<file path="src/rtl/gpio_irq_ctrl.sv">
// gpio_irq_ctrl: synchronised, debounced GPIO inputs with edge-triggered maskable interrupts
module gpio_irq_ctrl #(
  parameter int NUM_CH = 4,
  parameter int SYNC_STAGES = 2,
  parameter int DEBOUNCE_CYCLES = 16
) (
  input  logic              clk,
  input  logic              rst,
  input  logic [NUM_CH-1:0] gpio_in,
  input  logic              reg_we,
  input  logic              reg_re,
  input  logic [1:0]        reg_addr,
  input  logic [31:0]       reg_wdata,
  output logic [31:0]       reg_rdata,
  output logic              reg_ack,
  output logic [NUM_CH-1:0] level,
  output logic              irq
);
  localparam logic [15:0] CNT_MAX = 16'(DEBOUNCE_CYCLES - 1);
  logic [NUM_CH-1:0] sync_q [SYNC_STAGES];
  logic [15:0] cnt_q [NUM_CH];
  logic [NUM_CH-1:0] pending, mask, rise_en, fall_en, synced, toggle, set_ev, w1c;
  logic [31:0] rd_val;
  logic unused_wdata;
  assign unused_wdata = ^reg_wdata;
  assign synced = sync_q[SYNC_STAGES-1];
  assign set_ev = toggle & ((~level & rise_en) | (level & fall_en));
  assign w1c = reg_we && reg_addr == 2'd1 ? reg_wdata[NUM_CH-1:0] : '0;
  assign irq = |(pending & mask);
  always_comb begin
    toggle = '0;
    for (int i = 0; i < NUM_CH; i++) toggle[i] = synced[i] != level[i] && cnt_q[i] == CNT_MAX;
  end
  always_comb begin
    rd_val = '0;
    rd_val[NUM_CH-1:0] = reg_addr == 2'd0 ? level : reg_addr == 2'd1 ? pending : reg_addr == 2'd2 ? mask : rise_en;
    rd_val[16 +: NUM_CH] = reg_addr == 2'd3 ? fall_en : '0;
  end
  always_ff @(posedge clk) begin
    if (rst) begin
      for (int k = 0; k < SYNC_STAGES; k++) sync_q[k] <= '0;
      for (int i = 0; i < NUM_CH; i++) cnt_q[i] <= '0;
      level <= '0;
      pending <= '0;
      mask <= '0;
      rise_en <= '0;
      fall_en <= '0;
      reg_ack <= 1'b0;
      reg_rdata <= '0;
    end else begin
      sync_q[0] <= gpio_in;
      for (int k = 1; k < SYNC_STAGES; k++) sync_q[k] <= sync_q[k-1];
      for (int i = 0; i < NUM_CH; i++) cnt_q[i] <= synced[i] == level[i] || toggle[i] ? '0 : cnt_q[i] + 16'd1;
      level <= level ^ toggle;
      pending <= (pending & ~w1c) | set_ev;
      if (reg_we && reg_addr == 2'd2) mask <= reg_wdata[NUM_CH-1:0];
      if (reg_we && reg_addr == 2'd3) begin
        rise_en <= reg_wdata[NUM_CH-1:0];
        fall_en <= reg_wdata[16 +: NUM_CH];
      end
      reg_ack <= reg_we || reg_re;
      reg_rdata <= reg_re ? rd_val : '0;
    end
  end
endmodule
</file>
<file path="config.mk">
export PLATFORM = sky130hd
export DESIGN_NAME = gpio_irq_ctrl
export DESIGN_NICKNAME = d
export VERILOG_FILES = /design/src/rtl/gpio_irq_ctrl.sv
export SDC_FILE = /design/constraint.sdc
export NUM_CORES = 1
export LEC_CHECK = 0
export ABC_AREA = 1
export BUFFER_PORTS_ARGS = -buffer_cell sky130_fd_sc_hd__buf_2
export CORE_ASPECT_RATIO = 0.5
export CORE_MARGIN = 10
export CORE_UTILIZATION = 40
export DETAILED_ROUTE_END_ITERATION = 12
export PLACE_DENSITY = 0.68
export REMOVE_ABC_BUFFERS = 1
export SYNTH_ARGS = -nofsm -noshare
export SYNTH_HDL_FRONTEND = slang
export SYNTH_SLANG_ARGS = --single-unit
</file>
<file path="constraint.sdc">
create_clock -name clk -period 1.58 [get_ports clk]
set_clock_uncertainty 0.15 [all_clocks]
set_input_delay 0 -clock clk [delete_from_list [all_inputs] [get_ports clk]]
set_output_delay 0 -clock clk [all_outputs]
set_load 0.1 [all_outputs]
</file>
==> metrics.csv <==
metric,value,unit
antenna_found_initial,0,
arrival,1.71,ns
min_from,reg_addr[1],
netlist_area,4870,µm²
p_int,3.85,mW
post_drt_wl_per_cell,11.1,µm
rsz0062_at_grt,true,
drc,0,
ys_async_sr_fraction,0,
swShare,0.258,
yosys_most_used_dff,dfxtp_1,
grt_usage,0.117,
synth_edf_count,0,
hold-worst-slack,-0.00465,ns
p_switching,1.34,mW
power_density,892,nW/µm²
violations,"hold timing, setup timing",
p_comb_frac,0.101,
syn2layout_area_growth,19.3,%
outcome,"complete, but fails checks",
die_y,98.1,µm
cts_tree,yes,
ys_warn_count,0,
clock-sinks,101,
slew_headroom,0.663,
vias,4336,
pwr-share-clk,0.399,
start_util,0.410,
critical_path_class,in2reg,
timing.fmax,628,MHz
path_max_fanout,7,
clk_pin_slew,0.06,ns
hold_violations,1,
dp_hpwl,7.16,mm
rr_startpoint,cnt_q[3][0],
drive_gt1_frac,0.120,
finalWirelength,10.4,mm
layoutNonFillerInstCount,937,
worst_slew_pin_slew,0.505,ns
grt.busiest_layer,met2,
placedCellCount,890,
fin_crit_sh,1.01,
globalplace.congestion,0.872,
pwr-share-seq,0.500,
met2_usage,0.204,
drtIter0Drc,172,
synth_cell_type_count,30,
setup_slack,-0.0118,ns
ioPinCount,80,
met1_usage,0.138,
synth-seq-cells,101,
tns,-0.0230,ns
row_count,28,
grt_overflow_total,0,
slew_viol_final,0,
worst_setup_path_start_kind,input port,
layout_common_cells,"nand2_1 (141), nor2_1 (130), dfxtp_1 (101)",
multiInputGateArea,2440,µm²
yosys.area.top_type_share,0.415,
die-area,17300,µm²
grt.met3_usage,0.0354,
drt-pass1-iter-count,4,
grt_max_degree,21,
synth_top_area_cell,dfxtp_1,
finalSetupViolCount,2,
timing.final.crit_period,1.59,ns
nNetsFinal,813,
layout_commonest_cell,nand2_1,
clock_path_buffers,2,
hp-class,in2reg,
synth_area_leaders,"dfxtp_1 (41%), nand2_1 (11%), nor2_1 (10%)",
clk_latency,0.34,ns
cp.required,1.70,ns
p_leak,2.19,nW
numPortBuffers,31,
grt_pass1_vias,4034,
core_area,11900,µm²
cp-startpoint,reg_addr[0],
end_kind,flip-flop,
seq_area_frac_synth,0.415,
antenna_left,0,
insertedDiodeCount,0,
syn_inst,693,
synth.avg_cell_area,7.03,µm²
fillCellCount,1166,
sequential_cell_area,2020,µm²
ir_worst_vdd,0.505,mV
die_w,176,µm
htreeDepth,3,
maxCapViolCount,0,
via_per_inst,4.63,
grt_first_pass_wirelength,17.4,mm
numCtsBuffers,9,
cts-root-buf,clkbuf_16,
==> path summary, 6_finish.rpt <==
| path | end | slack (ns) | depth (start not counted) |
|---|---|---|---|
| setup / recovery | mask[0] | -0.01 | 6 |
| hold / removal | mask[3] | -0.005 | 5 |
| setup reg to reg | pending[3] | 0.08 | 6 |
| hold reg to reg | sync_q[0][6] | 0.26 | 2 |
==> cell type report <==
| type | count | area share |
|---|---|---|
| clock buffer | 14 | 0.0454 |
| inverter | 84 | 0.0542 |
| clock inverter | 2 | 0.00301 |
| timing repair buffer | 72 | 0.0951 |
| multi-input combinational | 499 | 0.419 |
| sequential | 101 | 0.348 |
| tap | 165 | 0.0355 |
==> cell usage after synthesis, types with 6 or more instances <==
cell,instances
nand3_2,6
nor3_1,8
nand3_1,48
nor2_2,7
buf_4,24
nor2_1,132
nand2_1,141
nand4_1,11
xor2_1,20
xnor2_1,6
inv_1,81
dfxtp_1,101
a21oi_1,43
o21ai_0,26
==> metal layers <==
metal,vias to the layer above,wire length [µm]
li1,2280,-
met1,1969,4950
met2,74,4860
met3,13,481
met4,0,146
met5,-,0
==> power groups by stage <==
stage	combinational (mW)	clock, mW	sequential (mW)
detailed placement	0.450	0	2.65
global route	0.550	2.24	2.59
CTS	0.502	2.15	2.59
global placement	0.447	0	2.65
floorplan	0.328	0	2.69
finish	0.521	2.07	2.59
==> flip-flops by register name (all words and copies together), names as in the netlist, named ones only <==
| signal | cells |
|---|---|
| fall_en | 4 |
| pending | 4 |
| sync_q | 8 |
| mask | 4 |
| reg_ack | 1 |
| cnt_q | 64 |
| rise_en | 4 |
| reg_rdata | 8 |
==> per-stage QoR <==
stage	total power, mW	util	setup slack, ns	cell area, µm²
finish	5.19	0.490	-0.0118	5810
global route	5.38	0.490	-0.0315	5810
CTS	5.24	0.484	0.0323	5750
detailed placement	3.10	0.435	0.0492	5170
global placement	3.10	0.435	0.0703	5170
floorplan	3.02	-	-0.296	4710
==> cell families (layout without fill, tap and decap cells) <==
family,Yosys count,in the layout,synth area share
other cells,1,24,0.000769
flops,101,101,0.415
fa+ha+maj,4,4,0.0103
compound gates,74,74,0.0778
xor+xnor,26,26,0.0467
buf+inv,117,172,0.116
simple gates,370,371,0.334
==> worst max-delay path: stages <==
cell	delay, ns
dlygate4sd3_1	0.56
buf_4	0.16
nor2_4	0.18
nand3_1	0.10
dlygate4sd3_1	0.57
a21oi_1	0.14
==> repair_timing <==
item,4_1_cts,5_1_grt
endpoints found under the hold margin,33,1
resized for setup,0,15
hold buffers,30,1
setup endpoints to repair,0,45
buffers inserted,0,1
Note: power is estimated with default switching activity, not from simulation.
